<file path="src/rtl/pes_brg_pkg.sv">
// ---------------------------------------------------------------------------
// pes_brg_pkg
// Shared definitions for the BRG transmit controller:
//   - FSM state codes (plain localparams so older flows can probe them)
//   - baud-select encoding handed to the BRG
//   - line levels for the start and stop bits
//   - default settle time and frame payload width
// ---------------------------------------------------------------------------
package pes_brg_pkg;

  localparam int SETTLE_CYCLES_DEF = 4;
  localparam int DATA_BITS_DEF     = 8;

  typedef logic [2:0] state_t;

  localparam state_t ST_IDLE   = 3'd0;
  localparam state_t ST_RECONF = 3'd1;
  localparam state_t ST_SYNC   = 3'd2;
  localparam state_t ST_DATA   = 3'd3;
  localparam state_t ST_STOP   = 3'd4;

  typedef enum logic [1:0] {
    SEL_0 = 2'b00,
    SEL_1 = 2'b01,
    SEL_2 = 2'b10,
    SEL_3 = 2'b11
  } sel_e;

  localparam logic START_BIT = 1'b0;
  localparam logic STOP_BIT  = 1'b1;

endpackage

</file>
<file path="src/rtl/pes_brg_tick_det.sv">
// ---------------------------------------------------------------------------
// pes_brg_tick_det
// Turns the BRG square wave into a one-clk baud tick on each rising edge.
// Ports:
//   clk, reset : system clock, async active-high reset
//   clkout     : BRG output, already synchronous to clk
//   gate       : while high (BRG held in reset) no tick is produced
//   tick       : one-cycle pulse per BRG period
// ---------------------------------------------------------------------------
module pes_brg_tick_det (
  input  logic clk,
  input  logic reset,
  input  logic clkout,
  input  logic gate,
  output logic tick
);

  logic clkout_q;

  // NOTE: clocked state uses non-blocking assignments so every flop samples
  // the pre-edge value of its inputs, independent of block ordering.
  always_ff @(posedge clk or posedge reset) begin
    if (reset) clkout_q <= 1'b0;
    else       clkout_q <= clkout;
  end

  assign tick = clkout & ~clkout_q & ~gate;

endmodule

</file>
<file path="src/rtl/pes_brg_tx_ctrl.sv">
// ---------------------------------------------------------------------------
// pes_brg_tx_ctrl
// Programs the baud rate generator and sends 8N1 frames clocked by its ticks.
// Ports:
//   clk, reset           : system clock (shared with BRG), async active-high
//   cfg_sel/valid/ready  : baud-select change request (valid/ready)
//   tx_data/valid/ready  : byte transmit request (valid/ready)
//   brg_clkout           : BRG square wave, synchronous to clk
//   brg_sel, brg_reset   : controls driven to the BRG
//   txd                  : serial line, idles high
//   busy                 : high whenever the FSM is outside IDLE
// A new select is only applied between frames; the BRG is then held in reset
// for SETTLE_CYCLES clocks so it restarts cleanly at the new rate.
// ---------------------------------------------------------------------------
module pes_brg_tx_ctrl
  import pes_brg_pkg::*;
#(
  parameter int SETTLE_CYCLES = SETTLE_CYCLES_DEF,
  parameter int DATA_BITS     = DATA_BITS_DEF
) (
  input  logic                 clk,
  input  logic                 reset,
  input  logic [1:0]           cfg_sel,
  input  logic                 cfg_valid,
  output logic                 cfg_ready,
  input  logic [DATA_BITS-1:0] tx_data,
  input  logic                 tx_valid,
  output logic                 tx_ready,
  input  logic                 brg_clkout,
  output logic [1:0]           brg_sel,
  output logic                 brg_reset,
  output logic                 txd,
  output logic                 busy
);

  localparam int CNT_W = $clog2(SETTLE_CYCLES + 1);
  localparam int BIT_W = $clog2(DATA_BITS + 1);

  state_t               state_q,  state_d;
  logic                 init_q,   init_d;
  sel_e                 sel_q,    sel_d;
  logic                 brg_rst_q, brg_rst_d;
  logic                 txd_q,    txd_d;
  logic [CNT_W-1:0]     settle_q, settle_d;
  logic [BIT_W-1:0]     bit_q,    bit_d;
  logic [DATA_BITS-1:0] shift_q,  shift_d;
  logic                 tick;

  pes_brg_tick_det u_tick_det (
    .clk    (clk),
    .reset  (reset),
    .clkout (brg_clkout),
    .gate   (brg_rst_q),
    .tick   (tick)
  );

  // init_q marks the first IDLE cycle after reset: instead of accepting
  // requests, the FSM first runs one RECONF pass with the reset select.
  always_comb begin
    // NOTE: every output of this block gets a default first, so no path can
    // leave a value unassigned and infer a latch.
    state_d   = state_q;
    init_d    = init_q;
    sel_d     = sel_q;
    brg_rst_d = brg_rst_q;
    txd_d     = txd_q;
    settle_d  = settle_q;
    bit_d     = bit_q;
    shift_d   = shift_q;

    case (state_q)
      ST_IDLE: begin
        if (init_q) begin
          init_d    = 1'b0;
          brg_rst_d = 1'b1;
          settle_d  = CNT_W'(SETTLE_CYCLES);
          state_d   = ST_RECONF;
        end else if (cfg_valid) begin
          // Config wins over a simultaneous byte request.
          sel_d     = sel_e'(cfg_sel);
          brg_rst_d = 1'b1;
          settle_d  = CNT_W'(SETTLE_CYCLES);
          state_d   = ST_RECONF;
        end else if (tx_valid) begin
          shift_d = tx_data;
          state_d = ST_SYNC;
        end
      end

      ST_RECONF: begin
        settle_d = settle_q - CNT_W'(1);
        // Release the BRG on the cycle the counter reaches zero.
        if (settle_q <= CNT_W'(1)) begin
          settle_d  = '0;
          brg_rst_d = 1'b0;
          state_d   = ST_IDLE;
        end
      end

      ST_SYNC: begin
        if (tick) begin
          txd_d   = START_BIT;
          bit_d   = '0;
          state_d = ST_DATA;
        end
      end

      ST_DATA: begin
        if (tick) begin
          if (bit_q == BIT_W'(DATA_BITS)) begin
            txd_d   = STOP_BIT;
            state_d = ST_STOP;
          end else begin
            txd_d   = shift_q[0];
            shift_d = shift_q >> 1;
            bit_d   = bit_q + BIT_W'(1);
          end
        end
      end

      ST_STOP: begin
        if (tick) state_d = ST_IDLE;
      end

      default: state_d = ST_IDLE;
    endcase
  end

  always_ff @(posedge clk or posedge reset) begin
    if (reset) begin
      state_q   <= ST_IDLE;
      init_q    <= 1'b1;
      sel_q     <= SEL_0;
      brg_rst_q <= 1'b1;
      txd_q     <= STOP_BIT;
      settle_q  <= '0;
      bit_q     <= '0;
      shift_q   <= '0;
    end else begin
      state_q   <= state_d;
      init_q    <= init_d;
      sel_q     <= sel_d;
      brg_rst_q <= brg_rst_d;
      txd_q     <= txd_d;
      settle_q  <= settle_d;
      bit_q     <= bit_d;
      shift_q   <= shift_d;
    end
  end

  assign cfg_ready = (state_q == ST_IDLE) & ~init_q;
  assign tx_ready  = cfg_ready & ~cfg_valid;
  assign busy      = (state_q != ST_IDLE);
  assign brg_sel   = sel_q;
  assign brg_reset = brg_rst_q;
  assign txd       = txd_q;

endmodule
</file>
<file path="config.mk">
export PLATFORM = sky130hd
export DESIGN_NAME = pes_brg_tx_ctrl
export DESIGN_NICKNAME = d
export VERILOG_FILES = /design/src/rtl/pes_brg_pkg.sv /design/src/rtl/pes_brg_tick_det.sv /design/src/rtl/pes_brg_tx_ctrl.sv
export SDC_FILE = /design/constraint.sdc
export NUM_CORES = 1
export LEC_CHECK = 0
export ABC_AREA = 1
export ABC_CLOCK_PERIOD_IN_PS = 2090
export BUFFER_PORTS_ARGS = -buffer_cell sky130_fd_sc_hd__buf_4
export CAP_MARGIN = 20
export CORE_ASPECT_RATIO = 1.1
export CORE_MARGIN = 3
export CORE_UTILIZATION = 50
export DETAILED_ROUTE_END_ITERATION = 10
export PLACE_DENSITY = 0.71
export SKIP_CTS_REPAIR_TIMING = 1
export SLEW_MARGIN = 20
export SYNTH_ARGS = -nofsm -noshare
export SYNTH_HDL_FRONTEND = slang
export SYNTH_SLANG_ARGS = --single-unit
</file>
<file path="constraint.sdc">
create_clock -name clk -period 2.09 [get_ports clk]
set_clock_uncertainty 0.2 [all_clocks]
set_input_delay 0.3135 -clock clk [delete_from_list [all_inputs] [get_ports clk]]
set_output_delay 0.3135 -clock clk [all_outputs]
set_load 0.02 [all_outputs]
</file>
==> run_results.csv <==
group,metric,value,unit
worst_setup_path,crit_chain,"nor2_4, nand3_2, nor2_1, buf_4",
floorplanning,coreArea,2544,µm²
min_path,hold_class,"in -> reg",
synthesis,synthFlopType,"dfrtp_1",
timing,tightestPinTransition,0.4593,ns
clocking,cts_tree,"yes",
clocking,cts_root_buffer,"clkbuf_4",
worst_setup_path,critPathSlowestCell,"dfrtp_1",
placed_design,place_congestion,0.8164,
worst_setup_path,endpoint_kind,"primary output",
pwr,power-per-cell-area,1373,nW/µm²
clocking,clk_pin_slew_worst_paths,0.14,ns
synthesis,synthDistinctLibCells,23,
global_routing,overflow,0,
worst_setup_path,worstPathRequired,1.58,ns
floorplanning,die_w,55.89,µm
routing,drt-initial-drc-count,37,
worst_setup_path,startpoint_type,"register",
placed_design,place_area,1562,µm²
global_routing,grt_max_degree,14,
cells_and_area,n_fill_cell,230,
floorplanning,fp.dieH,60.88,µm
timing,maxSlewViolCount,0,
cells_and_area,syn2layout_area_growth,19.65,%
global_routing,grt_pass1_wl,4712,µm
pwr,ir_drop,0.7865,mV
worst_setup_path,path_class,"reg -> out",
synthesis,synth_seq_area_share,44.15,%
placed_design,dp_hpwl,2018,µm
floorplanning,die_area,3402,µm²
routing,drt-pass1-iter-count,4,
worst_setup_path,worstPathMaxFanout,9,
synthesis,yosys_register_bits,24,
clocking,numCtsBuffers,3,
timing,period_minus_slack,1.961,ns
worst_setup_path,max_stage_delay,0.47,ns
timing,tns,0,ns
synthesis,synth_top_area_share,38.39,%
clocking,clk_path_buf_depth,2,
cells_and_area,fin_util,64.39,%
run,cap_violations,0,
floorplanning,rows,19,
pwr,pwr-share-comb,54.2,%
global_routing,grt_pass1_vias,1113,
cells_and_area,final_layout_size_suffix_gt1_share,21.50,%
cells_and_area,final_cells,245,
clocking,clock-sinks,24,
pwr,p_sw_share,46.43,%
global_routing,antenna_found_initial,0,
cells_and_area,diodes,0,
floorplanning,io_pins,22,
synthesis,synthTopCellsByArea,"dfrtp_1 38%, nand2_1 21%, dfstp_2 5.8%",
clocking,clk_latency,0.31,ns
synthesis,synth_nets,204,
run_status,outcome,"finished clean",
timing,hold_viol,0,
timing,max_freq,0.5099,GHz
routing,wire_per_inst,10.92,µm
timing,setup_viol,0,
timing,max-slew-margin-rel,69.35,%
synthesis,postSynthCellCount,185,
synthesis,synthTopCellsByCount,"75 x nand2_1, 21 x dfrtp_1, 19 x inv_1, 17 x nor2_1, 10 x o21ai_0",
clocking,h-tree-depth,1,
routing,ant_nets,0,
pwr,switching_power,1044,µW
placed_design,port_buffers,21,
global_routing,grt_usage,17.51,%
synthesis,async_flop_share,100.0,%
cells_and_area,fin_area,1638,µm²
cells_and_area,final_nets,234,
floorplanning,initial_core_util,53.81,%
timing,fin_crit_sh,93.84,%
synthesis,avgSynthCellArea,7.399,µm²
routing,remaining_drc_errors,0,
routing,via_per_inst,4.910,
pwr,p_int,1205,µW
placed_design,numPlacedInstances,237,
pwr,clockPowerShare,10.9,%
routing,dr_total_vias,1203,
synthesis,synth_edf_count,0,
synthesis,synth_top_cell_by_area,"dfrtp_1",
routing,wirelength,2675,µm
pwr,p_leak,0.0009066,µW
timing,fin_ws,0.1288,ns
worst_setup_path,arrival,1.45,ns
timing,rsz0062_at_grt,"no",
synthesis,synthesis.area,1369,µm²
pwr,seq_power_share,34.9,%
synthesis,synth_most_common_cell,"nand2_1",
synthesis,yosysWarnings,0,
placed_design,pre_cts_ws,0.3458,ns
placed cells by master, fill, tap and decap left out:
cell	instances
ha_1	4
nor2_2	1
o21ai_0	10
nor2_4	3
clkbuf_4	3
clkbuf_8	1
a21oi_1	3
nand3_1	9
or2_2	1
o21ai_2	1
nand3_2	1
dfrtp_1	21
nand3b_1	1
o21ai_1	2
inv_2	3
inv_1	19
dlygate4sd3_1	4
nor2_8	1
buf_4	23
o22ai_1	1
xor2_1	2
nor2_1	17
dfstp_2	3
nand2_2	5
nand2_1	75
per-layer routing:
metal / GRT usage [%] / vias to the layer above / routed length [µm]
met5: 0 / - / 0
met1: 21.19 / 551 / 1219
met4: 6.441 / 0 / 29
met3: 2.979 / 4 / 109
li1: - / 623 / -
met2: 31.93 / 25 / 1316
critical path: cells and delay by family (launching register included):
| kind | cells | cell delay (ns) |
|---|---|---|
| AND/OR/NAND/NOR | 3 | 0.51 |
| buffers and inverters | 1 | 0.15 |
| flip-flops | 1 | 0.47 |
per-stage QoR:
stage | hold slack, ns | total power (µW)
after floorplan | 0.1259 | 1706
after detailed placement | 0.1578 | 2023
after global placement | 0.1395 | 1974
after global routing | 0.08393 | 2506
final | 0.08349 | 2249
after CTS | -0.2007 | 2276
area by class of cell:
class | instances | area [µm²] | share of cell area [%]
Clock buffer | 4 | 36.28 | 2.215
Multi-Input combinational cell | 137 | 663.1 | 40.49
Tap cell | 31 | 38.79 | 2.368
Inverter | 22 | 82.58 | 5.042
Sequential cell | 24 | 604.3 | 36.90
Timing Repair Buffer | 27 | 212.7 | 12.99
sequential cells by signal, summed over array words and instances, names as in the netlist:
signal and flops:
shift_q 8, bit_q 4, init_q 1, brg_sel 2
state_q 3, txd 1, brg_reset 1, settle_q 3
u_tick_det.clkout_q 1
kinds of logic after synthesis:
kind of cell               synth area share [%]
AOI/OAI and AO/OA                         6.582
and+or+nand+nor                           36.93
adders and majority gates                 3.656
buffers and inverters                     7.404
xor gates and xnor gates                  1.280
DFF                                       44.15
power groups by stage:
stage	clock [µW]	combinational (µW)	sequential, µW
final	246	1220	785
after CTS	255	1230	787
after floorplan	0	907	798
after global placement	0	1190	787
after global routing	279	1420	807
after detailed placement	0	1230	793
final timing paths:
| check | from | end | slack [ns] | depth (start not counted) |
|---|---|---|---|---|
| setup / recovery | state_q[1] | tx_ready | 0.13 | 4 |
| hold / removal | tx_data[2] | shift_q[2] | 0.08 | 5 |
| setup reg to reg | bit_q[0] | state_q[1] | 0.37 | 9 |
| hold reg to reg | shift_q[4] | shift_q[4] | 0.30 | 2 |
| max in group asynchronous | reset | bit_q[1] | 0.77 | 4 |
| min in group asynchronous | reset | state_q[2] | 0.34 | 3 |
(Power assumes the default switching activity.)
